File: src/rtl/par_pkg.sv
// Shared constants and the parity helper for the streaming parity generator/checker.
package par_pkg;

    localparam int DATA_W_DEF = 7;
    localparam int CNT_W_DEF  = 8;

    // Widest vector the parity helper accepts; callers zero-extend into it.
    localparam int PAR_MAX_W  = 64;

    localparam logic PAR_EVEN = 1'b0;
    localparam logic PAR_ODD  = 1'b1;

    function automatic logic parity(input logic [PAR_MAX_W-1:0] vec);
        return ^vec;
    endfunction

endpackage

File: src/rtl/par_skid_fifo.sv
// Two-entry valid/ready FIFO with registered outputs; the head register drives out_data directly.
module par_skid_fifo #(
    parameter int W = 9
) (
    input  logic         clk,
    input  logic         rst_n,
    input  logic         in_valid,
    output logic         in_ready,
    input  logic [W-1:0] in_data,
    output logic         out_valid,
    input  logic         out_ready,
    output logic [W-1:0] out_data
);

    logic [1:0]   occ_q, occ_d;
    logic [W-1:0] head_q, head_d;
    logic [W-1:0] tail_q, tail_d;
    logic         push, pop;

    assign in_ready  = (occ_q < 2'd2);
    assign out_valid = (occ_q != 2'd0);
    assign out_data  = head_q;
    assign push      = in_valid && in_ready;
    assign pop       = out_valid && out_ready;

    // Push with pop only occurs at occupancy 1, where the new word becomes the head.
    always_comb begin
        occ_d  = occ_q;
        head_d = head_q;
        tail_d = tail_q;
        case ({push, pop})
            2'b10: begin
                occ_d = occ_q + 2'd1;
                if (occ_q == 2'd0) begin
                    head_d = in_data;
                end else begin
                    tail_d = in_data;
                end
            end
            2'b01: begin
                occ_d = occ_q - 2'd1;
                if (occ_q == 2'd2) begin
                    head_d = tail_q;
                end
            end
            2'b11: begin
                if (occ_q == 2'd1) begin
                    head_d = in_data;
                end else begin
                    head_d = tail_q;
                    tail_d = in_data;
                end
            end
            default: ;
        endcase
    end

    always_ff @(posedge clk or negedge rst_n) begin
        if (!rst_n) begin
            occ_q  <= 2'd0;
            head_q <= '0;
            tail_q <= '0;
        end else begin
            occ_q  <= occ_d;
            head_q <= head_d;
            tail_q <= tail_d;
        end
    end

endmodule

File: src/rtl/par_gen_stream.sv
// Streaming parity generator (CHECK=0) or checker (CHECK=1) with a 2-entry output buffer
// and a saturating error counter.
module par_gen_stream
    import par_pkg::*;
#(
    parameter int DATA_W = DATA_W_DEF,
    parameter int CHECK  = 0,
    parameter int CNT_W  = CNT_W_DEF
) (
    input  logic                    clk,
    input  logic                    rst_n,
    input  logic                    odd_i,
    input  logic                    in_valid,
    output logic                    in_ready,
    input  logic [DATA_W+CHECK-1:0] in_data,
    output logic                    out_valid,
    input  logic                    out_ready,
    output logic [DATA_W:0]         out_data,
    output logic                    out_err,
    input  logic                    clr_cnt,
    output logic [CNT_W-1:0]        err_cnt
);

    logic             flip;
    logic [DATA_W:0]  word;
    logic             err;
    logic             accept;
    logic [CNT_W-1:0] cnt_q, cnt_d;

    always_comb begin
        flip = 1'b0;
        case (odd_i)
            PAR_EVEN: flip = 1'b0;
            PAR_ODD:  flip = 1'b1;
            default:  flip = 1'b0;
        endcase
    end

    if (CHECK != 0) begin : g_checker
        // A received word is good when its full XOR equals the requested sense.
        always_comb begin
            word = in_data[DATA_W:0];
            err  = parity(PAR_MAX_W'(in_data[DATA_W:0])) ^ flip;
        end
    end else begin : g_generator
        always_comb begin
            word = {parity(PAR_MAX_W'(in_data[DATA_W-1:0])) ^ flip, in_data[DATA_W-1:0]};
            err  = 1'b0;
        end
    end

    par_skid_fifo #(
        .W(DATA_W + 2)
    ) u_fifo (
        .clk      (clk),
        .rst_n    (rst_n),
        .in_valid (in_valid),
        .in_ready (in_ready),
        .in_data  ({err, word}),
        .out_valid(out_valid),
        .out_ready(out_ready),
        .out_data ({out_err, out_data})
    );

    assign accept = in_valid && in_ready;

    // Clear wins over a same-cycle increment.
    always_comb begin
        cnt_d = cnt_q;
        if (accept && err && (cnt_q != {CNT_W{1'b1}})) begin
            cnt_d = cnt_q + CNT_W'(1);
        end
        if (clr_cnt) begin
            cnt_d = '0;
        end
    end

    always_ff @(posedge clk or negedge rst_n) begin
        if (!rst_n) begin
            cnt_q <= '0;
        end else begin
            cnt_q <= cnt_d;
        end
    end

    assign err_cnt = cnt_q;

endmodule

File: config.mk
export PLATFORM = sky130hd
export DESIGN_NAME = par_gen_stream
export DESIGN_NICKNAME = d
export VERILOG_FILES = /design/src/rtl/par_pkg.sv /design/src/rtl/par_skid_fifo.sv /design/src/rtl/par_gen_stream.sv
export SDC_FILE = /design/constraint.sdc
export NUM_CORES = 1
export LEC_CHECK = 0
export ABC_CLOCK_PERIOD_IN_PS = 2100
export CAP_MARGIN = 15
export CORE_MARGIN = 5
export CORE_UTILIZATION = 46
export CTS_BUF_LIST = sky130_fd_sc_hd__clkbuf_16
export CTS_CLUSTER_SIZE = 30
export DETAILED_ROUTE_END_ITERATION = 8
export GPL_TIMING_DRIVEN = 1
export PLACE_DENSITY = 0.88
export SLEW_MARGIN = 20
export SYNTH_ARGS = -nofsm -noshare
export SYNTH_HDL_FRONTEND = slang
export SYNTH_SLANG_ARGS = --single-unit
File: constraint.sdc
create_clock -name clk -period 2.1 [get_ports clk]
set_input_delay 0.42 -clock clk [delete_from_list [all_inputs] [get_ports clk]]
set_output_delay 0.42 -clock clk [all_outputs]
set_load 0.03 [all_outputs]
---- Word-level counts from Yosys, hierarchy flattened ----
Cells that the tools add are included.
cells by class
  $add $sub $neg .......................... 2
  multipliers ............................. 0
  div/mod/pow operators ................... 0
  order comparisons ....................... 1
  equal/unequal tests ..................... 9
  shift-type cells ........................ 0
  muxes and demuxes ....................... 9
  bitwise gates (word level) .............. 2
  reductions and logical operators ........ 10
operators with widths
  operator             number
  $reduce_xor 64->1    1
  $mux 9               5
  $pmux 9 s3           1
  $pmux 9 s2           1
  $eq 2x2->1 const B   3
  $reduce_and 3->1     2
  $reduce_bool 2->1    3
  $eq 2x1->1 const B   2
  $ne 2x1->1 const B   2
  $ne 2x2->1 const B   2
  $pmux 2 s2           1
  $reduce_bool 3->1    1
  $add 2x1->2 const B  1
  $logic_and 1x1->1    2
  $logic_not 2->1      1
  $lt 2x2->1 const B   1
  $pmux 1 s2           1
  $sub 2x1->2 const B  1
  $not 1->1            1
  $xor 1x1->1          1
storage, ports and cells
  bits in registers ....................... 20
  latch bits .............................. 0
  RAM bits ................................ 0
  bits in read-only memories .............. 0
  output and inout port bits .............. 19
  word-level logic and storage cells ...... 36
  memories kept ........................... 0

---- Longest topological paths before layout ----
Gate-level depths: netlist of run 1.
  depth in word-level cells ............... 5
  gate-level depth with buffers ........... 11
  gate-level depth less buffers ........... 10

---- Modules after synthesis ----
A second synthesis of run 1 with hierarchy kept.
second synthesis, totals
  cell total of the unflattened synthesis .. 119
  area, all modules ....................... 1239.9 um^2
modules (own cells, without submodules)
  module          times used  cells an instance  area each (um^2)  seq. area each (um^2)
  par_skid_fifo   1           103                1114.8            500.5
  par_gen_stream  1           16                 125.1             0.0

---- Worst setup path after synthesis of run 1 ----
OpenSTA, ideal clock, no wires.
  path kind ............................... flip-flop to flip-flop
  from .................................... register u_fifo.occ_q[1]
  to ...................................... register u_fifo.head_q[2], in the netlist u_fifo.out_data[2]
  setup time .............................. 0.073 ns
  data arrival time ....................... 2.019 ns
  path slack .............................. 0.008 ns
  stages on the path, launching flop included .. 12
  buffers on the path ..................... 1
  cells stage by stage .................... dfrtp_1 -> inv_2 -> ha_1 -> inv_1 -> nand2_1 -> inv_2 -> ha_1 -> nor2b_4 -> nor3_4 -> buf_6 -> nor2_2 -> a21oi_2
between the ends
  longest elaborated chain between the ends .. 5
  elaborated cells on any way between the ends .. 16
  those cells by class .................... order compare (1); eq/ne (7); mux (2); reduce/logical (6)
ends and longest elaborated chain
  what                                                       line                  source
  start: declaration                                         par_skid_fifo.sv:15   logic [1:0] occ_q, occ_d;
  start signal: assignment                                   par_skid_fifo.sv:60   occ_q <= 2'd0;
  start signal: assignment                                   par_skid_fifo.sv:64   occ_q <= occ_d;
  $lt 2x2->1 (*)                                             par_skid_fifo.sv:20   assign in_ready = (occ_q < 2'd2);
  named net in_ready                                         par_gen_stream.sv:14  output logic in_ready,
  $logic_and 1x1->1 (*)                                      par_skid_fifo.sv:23   assign push = in_valid && in_ready;
  $eq 2x1->1 or $eq 2x2->1 (tied branches)                   par_skid_fifo.sv:31   case ({push, pop})
  $ne 2x1->1 (no line) or $reduce_bool 3->1 (tied branches)  n/a
  $reduce_and 3->1 (no line)                                 n/a
  end signal: assignment                                     par_skid_fifo.sv:61   head_q <= '0;
  end signal: assignment                                     par_skid_fifo.sv:65   head_q <= head_d;
  end: declaration                                           par_skid_fifo.sv:16   logic [W-1:0] head_q, head_d;
Mark *: on every way through the listed nets, which the timed path passes. The rest lies on a longest branch.
A chain may end at the register's enable or synchronous reset.

---- Final worst setup path of run 1 ----
  from .................................... register u_fifo.occ_q[0]
  to ...................................... register u_fifo.head_q[4], in the netlist u_fifo.out_data[4]
between the ends
  longest elaborated chain between the ends .. 5
  elaborated cells on any way between the ends .. 16
  those cells by class .................... order compare (1); eq/ne (7); mux (2); reduce/logical (6)
ends and longest elaborated chain
  what                                                       line
  $lt 2x2->1 or $reduce_bool 2->1 (tied branches)            par_skid_fifo.sv:20, par_skid_fifo.sv:21
  $logic_and 1x1->1, on equally long branches                par_skid_fifo.sv:23, par_skid_fifo.sv:24
  $eq 2x1->1 or $eq 2x2->1 (tied branches)                   par_skid_fifo.sv:31
  $ne 2x1->1 (no line) or $reduce_bool 3->1 (tied branches)  n/a
  $reduce_and 3->1 (no line)                                 n/a
Parallel ways exist; a longest one is shown, timed or not.

==> results of run 1 <==
-- state kept, by name, summed over array words and instances, names as in the netlist --
name	count
u_fifo.occ_q	2
u_fifo.out_data	8
u_fifo.tail_q	8
-- cells by family after synthesis --
group / synth area share [%]
compound gates: 13.0
simple gates: 11.7
flops: 42.6
buf+inv: 9.22
xor+xnor: 7.45
fa+ha+maj: 8.27
mux: 7.45
other cells: 0.354
-- power breakdown --
group          switching [uW]  leakage [uW]  total, uW  internal (uW)
registers                 113      0.000211        644            530
clock network             120     0.0000370        370            250
logic                     651      0.000343       1150            502
total                     884      0.000591       2170           1280
-- worst min path at each step --
stage / to
5_1_grt: u_fifo.tail_q[4]
2_1_floorplan: u_fifo.occ_q[0]
4_1_cts: u_fifo.tail_q[3]
3_3_place_gp: u_fifo.tail_q[7]
3_5_place_dp: u_fifo.tail_q[3]
6_report: u_fifo.tail_q[3]
-- cell usage in the layout (no fill, tap or decap), drive strengths merged --
master	instances
dlygate4sd2	1
xnor2	8
a22oi	7
a21oi	8
mux2	7
conb	9
nand3	1
nor2b	3
o31a	1
clkbuf	3
buf	3
nand2	7
a31oi	1
o21a	1
clkdlybuf4s50	20
nor2	8
o21ai	2
dfrtp	18
ha	7
xor2	1
nor3	1
inv	5
-- per-layer routing --
| metal | track usage (%) | share of wire, % | up-vias |
|---|---|---|---|
| li1 | - | - | 362 |
| met1 | 15.7 | 39 | 367 |
| met2 | 26.5 | 52 | 34 |
| met3 | 5.57 | 7.1 | 8 |
| met4 | 6.29 | 1.8 | 0 |
| met5 | 0 | 0 | - |
-- cell type report --
class	instances	share of cell area, %
Timing Repair Buffer	24	17.2
Tap cell	28	2.56
Clock buffer	3	5.49
Sequential cell	18	32.9
Inverter	5	1.37
Multi-Input combinational cell	72	40.4
-- through the flow --
step	power [uW]	setup slack (ps)	util, %	hold slack (ps)
after floorplan	1410	8.15	-	124
after global placement	1710	77.4	57.7	469
after detailed placement	1770	-19.1	57.7	482
after CTS	2150	63.2	61.1	494
after global routing	2300	27.9	61.8	517
final	2170	142	61.8	493
-- timing repair --
item | 4_1_cts | 5_1_grt
cloned | 0 | 0
resized for setup | 1 | 5
endpoints found under the setup margin | 1 | 6
pin swaps | 0 | 0
hold buffers | 0 | 0
==> impl_metrics.yaml, run 1 <==
synth:
  synth-main-ff-cell: "dfrtp_1"
  synth_seq_cells: 18
  yosysMostFrequentCell: "dfrtp_1"
  yosysWarnings: 0
  synth_edf_count: 0
  netlist.area_leader.share_pct: 42.6
  ys_async_sr_fraction_pct: 100
  yosys-top-cells-area: "dfrtp_1 (43%), ha_1 (8.3%), xnor2_1 (6.6%), buf_4 (6.4%), mux2_2 (5.3%)"
  ys_top_cells_by_count: "dfrtp_1 (18), buf_4 (9), xnor2_1 (8)"
  yosysSeqAreaShare_pct: 42.6
  syn_area_sq_um: 1060
  syn_avg_cell_area_sq_um: 10.9
  syn_inst: 97
  yosys.area.top_type: "dfrtp_1"
  ys_types: 25
timing:
  finalCritPeriodShare_pct: 93.2
  finalCriticalPeriod_ps: 1960
  rsz0062_at_grt: "false"
  setup_tns_ps: 0
  fin_skew_ps: 2.01
  fmax_ghz: 0.511
  drv_slew: 0
  finalHoldViolCount: 0
  setup_viol: 0
cts:
  post_cts_buffers: 0
  cts_tree: "yes"
  clock_latency_ps: 250
  numClockSinks: 18
  cts-root-buf: "clkbuf_16"
  htree_levels: 1
  numCtsBuffers: 3
  cts.reportedPaths.clkPinSlew_ps: 50
  clockBufferDepth: 2
place:
  hpwl_um: 1730
  io_buffers: 21
  routabilityCongestion: 0.862
  dp.cells: 147
  placed_area_sq_um: 1280
final_layout:
  multi_input_area_sq_um: 553
  areaGrowthSynthToFinish_pct: 29.2
  fin_nets: 144
  regArea_sq_um: 450
  drive_above_1_share_pct: 23.0
  n_antenna_cell: 0
  instances_no_fill: 150
  design_area_sq_um: 1370
  nFillCells: 179
setup_path:
  slowest_stage: "dfrtp_1"
  worst-path-max-fanout: 8
  setup.worst_path.end: "u_fifo.out_data[4]"
  worstSetupEndpointType: "flip-flop"
  path_cells: "inv_1, ha_2, inv_1, nand2_2, inv_2, ha_1, nor2b_1, o21a_2, a22oi_2, a21oi_2"
  cpPeakStageDelay_ps: 410
  reg2reg_from: "u_fifo.occ_q[0]"
  crit_start: "u_fifo.occ_q[0]"
  worstSetupPathType: "flip-flop to flip-flop"
  path_depth: 10
  path_common_cell: "inv_1"
  rrSetupSlack_ps: 140
  required_ps: 2230
  crit_buf_inv: 3
  reg2reg_depth: 10
  start_kind: "flip-flop"
  crit_arrival_ps: 2090
  reg2reg_to: "u_fifo.out_data[4]"
  crit_family: "compound AO/OA/AOI/OAI gates"
drt:
  num_vias: 771
  totalWireLength_um: 2280
  drc_errors: 0
  first_iter_violations: 22
  first_pass_iters: 4
  vias_per_cell: 5.14
  ant_nets: 0
  wire_per_inst_um: 15.2
min_path:
  hold_class: "flip-flop to flip-flop"
  holdCritStartpoint: "u_fifo.tail_q[3]"
  hold_depth: 1
die:
  die_h_um: 58.0
  initial_core_util_pct: 47.9
  core_area_sq_um: 2210
  rows: 17
  dieArea_sq_um: 3360
  boundaryPins: 32
  die_w_um: 58.0
global_routing:
  grt_max_degree: 19
  grt_pass1_vias: 842
  antenna_found_initial: 0
  grt_usage_pct: 14.9
  overflow: 0
  grt_pass1_wl_um: 3810
job:
  cap_violations: 0
power_and_ir_drop:
  cellPowerDensity_nw_per_um2: 1580
  p_leak_uw: 0.000591
  ir_drop_mv: 0.930
outcome:
  status: "finished, final reports clean"
(Power assumes the default switching activity.)
==> run 2: changes to the inputs <==
--- a/config.mk
+++ b/config.mk
@@ -5,15 +5,18 @@
 export SDC_FILE = /design/constraint.sdc
 export NUM_CORES = 1
 export LEC_CHECK = 0
-export ABC_CLOCK_PERIOD_IN_PS = 2100
+export ABC_CLOCK_PERIOD_IN_PS = 2250
 export CAP_MARGIN = 15
+export CELL_PAD_IN_SITES_DETAIL_PLACEMENT = 1
+export CELL_PAD_IN_SITES_GLOBAL_PLACEMENT = 1
+export CORE_ASPECT_RATIO = 2
 export CORE_MARGIN = 5
-export CORE_UTILIZATION = 46
+export CORE_UTILIZATION = 35
 export CTS_BUF_LIST = sky130_fd_sc_hd__clkbuf_16
 export CTS_CLUSTER_SIZE = 30
 export DETAILED_ROUTE_END_ITERATION = 8
 export GPL_TIMING_DRIVEN = 1
-export PLACE_DENSITY = 0.88
+export PLACE_DENSITY = 0.87
 export SLEW_MARGIN = 20
 export SYNTH_ARGS = -nofsm -noshare
 export SYNTH_HDL_FRONTEND = slang
==> constraint.sdc (replaced) <==
create_clock -name clk -period 2.25 [get_ports clk]
set_input_delay 0.45 -clock clk [delete_from_list [all_inputs] [get_ports clk]]
set_output_delay 0.45 -clock clk [all_outputs]
set_load 0.03 [all_outputs]
==> impl_metrics.yaml, run 2 (synthesized netlist as in run 1, its figures left out) <==
setup_path:
  reg2reg_depth: 11
  reg2reg_to: "u_fifo.out_data[7]"
  setup.worst_path.end: "out_valid"
  crit_arrival_ps: 1670
  reg2reg_from: "u_fifo.occ_q[1]"
  worstSetupPathType: "flip-flop to output pin"
  start_kind: "flip-flop"
  worst-path-max-fanout: 3
  required_ps: 1800
  rrSetupSlack_ps: 190
  crit_start: "u_fifo.occ_q[0]"
  worstSetupEndpointType: "output pin"
drt:
  first_pass_iters: 3
  wire_per_inst_um: 15.5
  ant_nets: 0
  totalWireLength_um: 2360
  first_iter_violations: 2
  drc_errors: 0
  vias_per_cell: 5.01
  num_vias: 761
power_and_ir_drop:
  p_int_uw: 1190
  clock_power_share_pct: 17.1
  p_leak_uw: 0.000592
  ir_drop_mv: 0.548
  switching_share_pct: 40.8
  p_seq_share_pct: 29.5
  switchingPower_uw: 819
  comb_power_share_pct: 53.3
  cellPowerDensity_nw_per_um2: 1480
global_routing:
  use_met1_pct: 12.2
  use_met2_pct: 22.1
  grt_pass1_wl_um: 3950
  grt_most_used_layer: "met2"
  grt_pass1_vias: 844
  met3_usage_pct: 2.21
  antenna_found_initial: 0
  overflow: 0
  grt_max_degree: 19
  grt_usage_pct: 11.9
cts:
  clockBufferDepth: 2
  htree_levels: 1
  clock_latency_ps: 250
  cts_tree: "yes"
  ctsHoldBuffers: 0
  cts-root-buf: "clkbuf_16"
  post_cts_buffers: 0
  numClockSinks: 18
  cts_resized: 0
  cts.reportedPaths.clkPinSlew_ps: 50
  numCtsBuffers: 3
timing:
  finalHoldViolCount: 0
  rsz0062_at_grt: "false"
  finalCritPeriodShare_pct: 94.4
  fin_skew_ps: 0.436
  finalCriticalPeriod_ps: 2120
  setup_viol: 0
  drv_slew: 0
  fmax_ghz: 0.471
  setup_tns_ps: 0
final_layout:
  nFillCells: 332
  instances_no_fill: 152
  drive_above_1_share_pct: 19.7
  layout_common_cells: "clkdlybuf4s50_1 (21), dfrtp_1 (18), conb_1 (9), xnor2_1 (8)"
  n_antenna_cell: 0
  final_common_cell: "clkdlybuf4s50_1"
  fin_nets: 144
  areaGrowthSynthToFinish_pct: 28.0
die:
  die_h_um: 87.8
  initial_core_util_pct: 36.0
  die_w_um: 48.9
  core_area_sq_um: 2940
  dieArea_sq_um: 4290
  boundaryPins: 32
  rows: 28
place:
  routabilityCongestion: 0.745
  hpwl_um: 1910
  dp.cells: 149
  io_buffers: 21
min_path:
  hold_class: "flip-flop to flip-flop"
outcome:
  status: "finished, final reports clean"
job:
  cap_violations: 0
[run 2: cell count changes in the layout (fill, tap and decap cells not counted), sizes merged]
| cell | delta |
|---|---|
| clkdlybuf4s50 | +1 |
| dlygate4sd2 | -1 |
[run 2: critical path, stage by stage (launching register included)]
cell and delay, ps:
dfrtp_1 370, inv_1 70, ha_1 240, inv_1 80, clkdlybuf4s50_1 660
[run 2: final cells by class]
class                           count  area [sq um]  area share, %
Timing Repair Buffer               24           233           17.2
Multi-Input combinational cell     72           541           39.9
Sequential cell                    18           450           33.2
Clock buffer                        3          75.1           5.54
Tap cell                           30          37.5           2.77
Inverter                            5          18.8           1.39
[run 2: per-stage QoR]
| step | hold WS, ps | worst slack, ps | power [uW] | instance area [sq um] | util, % |
|---|---|---|---|---|---|
| 3_5_place_dp | 490 | 102 | 1670 | 1280 | 43.5 |
| 5_1_grt | 517 | 51.7 | 2130 | 1360 | 46.0 |
| 3_3_place_gp | 469 | 191 | 1600 | 1280 | 43.5 |
| 4_1_cts | 501 | 106 | 2040 | 1360 | 46.0 |
| 6_report | 496 | 126 | 2010 | 1360 | 46.0 |
| 2_1_floorplan | 154 | 158 | 1320 | 1090 | - |
[run 2: per-layer routing]
layer | share of wire [%] | wire length [um] | up-vias
met5 | 0 | 0 | -
met4 | 2.6 | 62 | 0
met3 | 5.2 | 122 | 6
met2 | 56 | 1310 | 26
met1 | 37 | 862 | 372
li1 | - | - | 357
[run 2: power by group through the flow]
| stage | sequential [uW] | clock (uW) | combinational, uW |
|---|---|---|---|
| finish | 593 | 344 | 1070 |
| global route | 611 | 361 | 1160 |
| CTS | 595 | 349 | 1090 |
| detailed placement | 601 | 0 | 1070 |
| global placement | 585 | 0 | 1020 |
| floorplan | 724 | 0 | 595 |
[run 2: worst min-delay path by stage]
stage,from,endpoint,slack [ps],depth (start not counted)
floorplan,rst_n,u_fifo.occ_q[0],150,0
global route,u_fifo.tail_q[4],u_fifo.tail_q[4],520,1
finish,u_fifo.occ_q[0],u_fifo.occ_q[0],500,1
detailed placement,u_fifo.tail_q[0],u_fifo.tail_q[0],490,1
CTS,u_fifo.tail_q[0],u_fifo.tail_q[0],500,1
global placement,u_fifo.tail_q[7],u_fifo.tail_q[7],470,2
==> edit (settings of run 2) <==
Register the output `out_err`, with the module's reset; this adds one clock of latency there. The other outputs are not delayed to match.
--- a/src/rtl/par_gen_stream.sv
+++ b/src/rtl/par_gen_stream.sv
@@ -21,4 +21,6 @@
     output logic [CNT_W-1:0]        err_cnt
 );
+
+    logic out_err_d;
 
     logic             flip;
@@ -60,5 +62,5 @@
         .out_valid(out_valid),
         .out_ready(out_ready),
-        .out_data ({out_err, out_data})
+        .out_data ({out_err_d, out_data})
     );
 
@@ -86,4 +88,12 @@
     assign err_cnt = cnt_q;
 
+    always_ff @(posedge clk or negedge rst_n) begin
+        if (!rst_n) begin
+            out_err <= '0;
+        end else begin
+            out_err <= out_err_d;
+        end
+    end
+
 endmodule
 
Formal check against the unedited RTL: same outputs for any inputs over 10 cycles, from zero or initial values and one cycle with rst_n low; that may be too few to reach the edited logic, so the function may still have changed.
==> edit against run 2 <==
Final area rose by 0.37%. Critical endpoint unchanged. Synthesized cell count did not move. Routed wire length rose by 0.25%. Sequential share of layout area fell by 0.12 points. Synthesized area rose by 0.12%. Critical path depth did not move. Largest cell class unchanged. Clock power rose by 3%. Power rose by 0.27%. Sequential cell count did not move. Setup slack got worse by 0.037 ns. Critical path type unchanged.
==> edit: results (changes against run 2) <==
| Metric | Value |
|---|---|
| First-pass GRT wire length | `3.974 mm (was 3.946 mm)` |
| Fillers | `348 (was 332)` |
| Number of DRC markers in iteration 0 | `5 (was 2)` |
| Clk pwr share | `17.6% (was 17.1%)` |
| Post-synthesis mux area share | `7.438% (was 7.447%)` |
| Area contributors post-synth | `dfrtp_1 (43%), ha_1 (8.3%), xnor2_1 (6.6%) (unchanged)` |
| Total Routed Length | `2.363 mm (was 2.357 mm)` |
| Sequential area share after synthesis | `42.50% (was 42.55%)` |
| CP arrival | `1.71 ns (was 1.67 ns)` |
| WHS | `0.5020 ns (was 0.4962 ns)` |
| Multi-input gate area | `541.8 um2 (was 540.5 um2)` |
| Initial DRT Pass Iterations | `4 (was 3)` |
| HPWL Detailed | `1.970 mm (was 1.910 mm)` |
| Total track usage | `11.76% (was 11.91%)` |
| Slack of the critical path | `0.08950 ns (was 0.1261 ns)` |
| Routed WL per cell | `15.44 um (was 15.51 um)` |
| Layout cells sized above 1 | `20.33% (was 19.67%)` |
| Sw frac | `40.89% (was 40.79%)` |
| Vias in the first global route | `848 (was 844)` |
| Leak | `0.5887 nW (was 0.5923 nW)` |
| Final Skew | `0.005346 ns (was 0.0004357 ns)` |
| R2R depth | `10 (was 11)` |
| Status | `complete, no violations (unchanged)` |
| Maximum vdd drop | `0.0006457 V (was 0.0005483 V)` |
| Fraction of the mapped netlist area in compound gates | `13.11% (was 13.00%)` |
| Hold Path Depth | `2 (was 1)` |
| XOR/XNOR share of the synthesized area | `7.438% (was 7.447%)` |
[edit: changes by cell type in the layout (fill, tap and decap cells not counted), sizes merged]
cell / delta
clkinv: +1
[edit: cell type report]
cell class	count	share of cell area [%]
Clock buffer	3	5.520
Clock inverter	1	0.2760
Inverter	5	1.380
Multi-Input combinational cell	72	39.83
Sequential cell	18	33.12
Tap cell	30	2.760
Timing Repair Buffer	24	17.11
[edit: layer usage]
metal | global-route usage [%] | share of wire, % | vias to the layer above
met5 | 0 | 0 | -
met4 | 5.882 | 2.1 | 0
met3 | 1.193 | 3.5 | 4
met2 | 23.57 | 60 | 21
met1 | 11.40 | 34 | 377
li1 | - | - | 363
[edit: kinds of logic (layout without fill, tap and decap cells)]
group                    count (synthesis)  in the layout
multiplexers                             7              7
other                                    1              9
XOR/XNOR                                 9              9
flip-flops                              18             18
buffers and inverters                   15             33
AND/OR/NAND/NOR                         20             20
adder cells (fa/ha/maj)                  7              7
AO/OA/AOI/OAI                           20             20
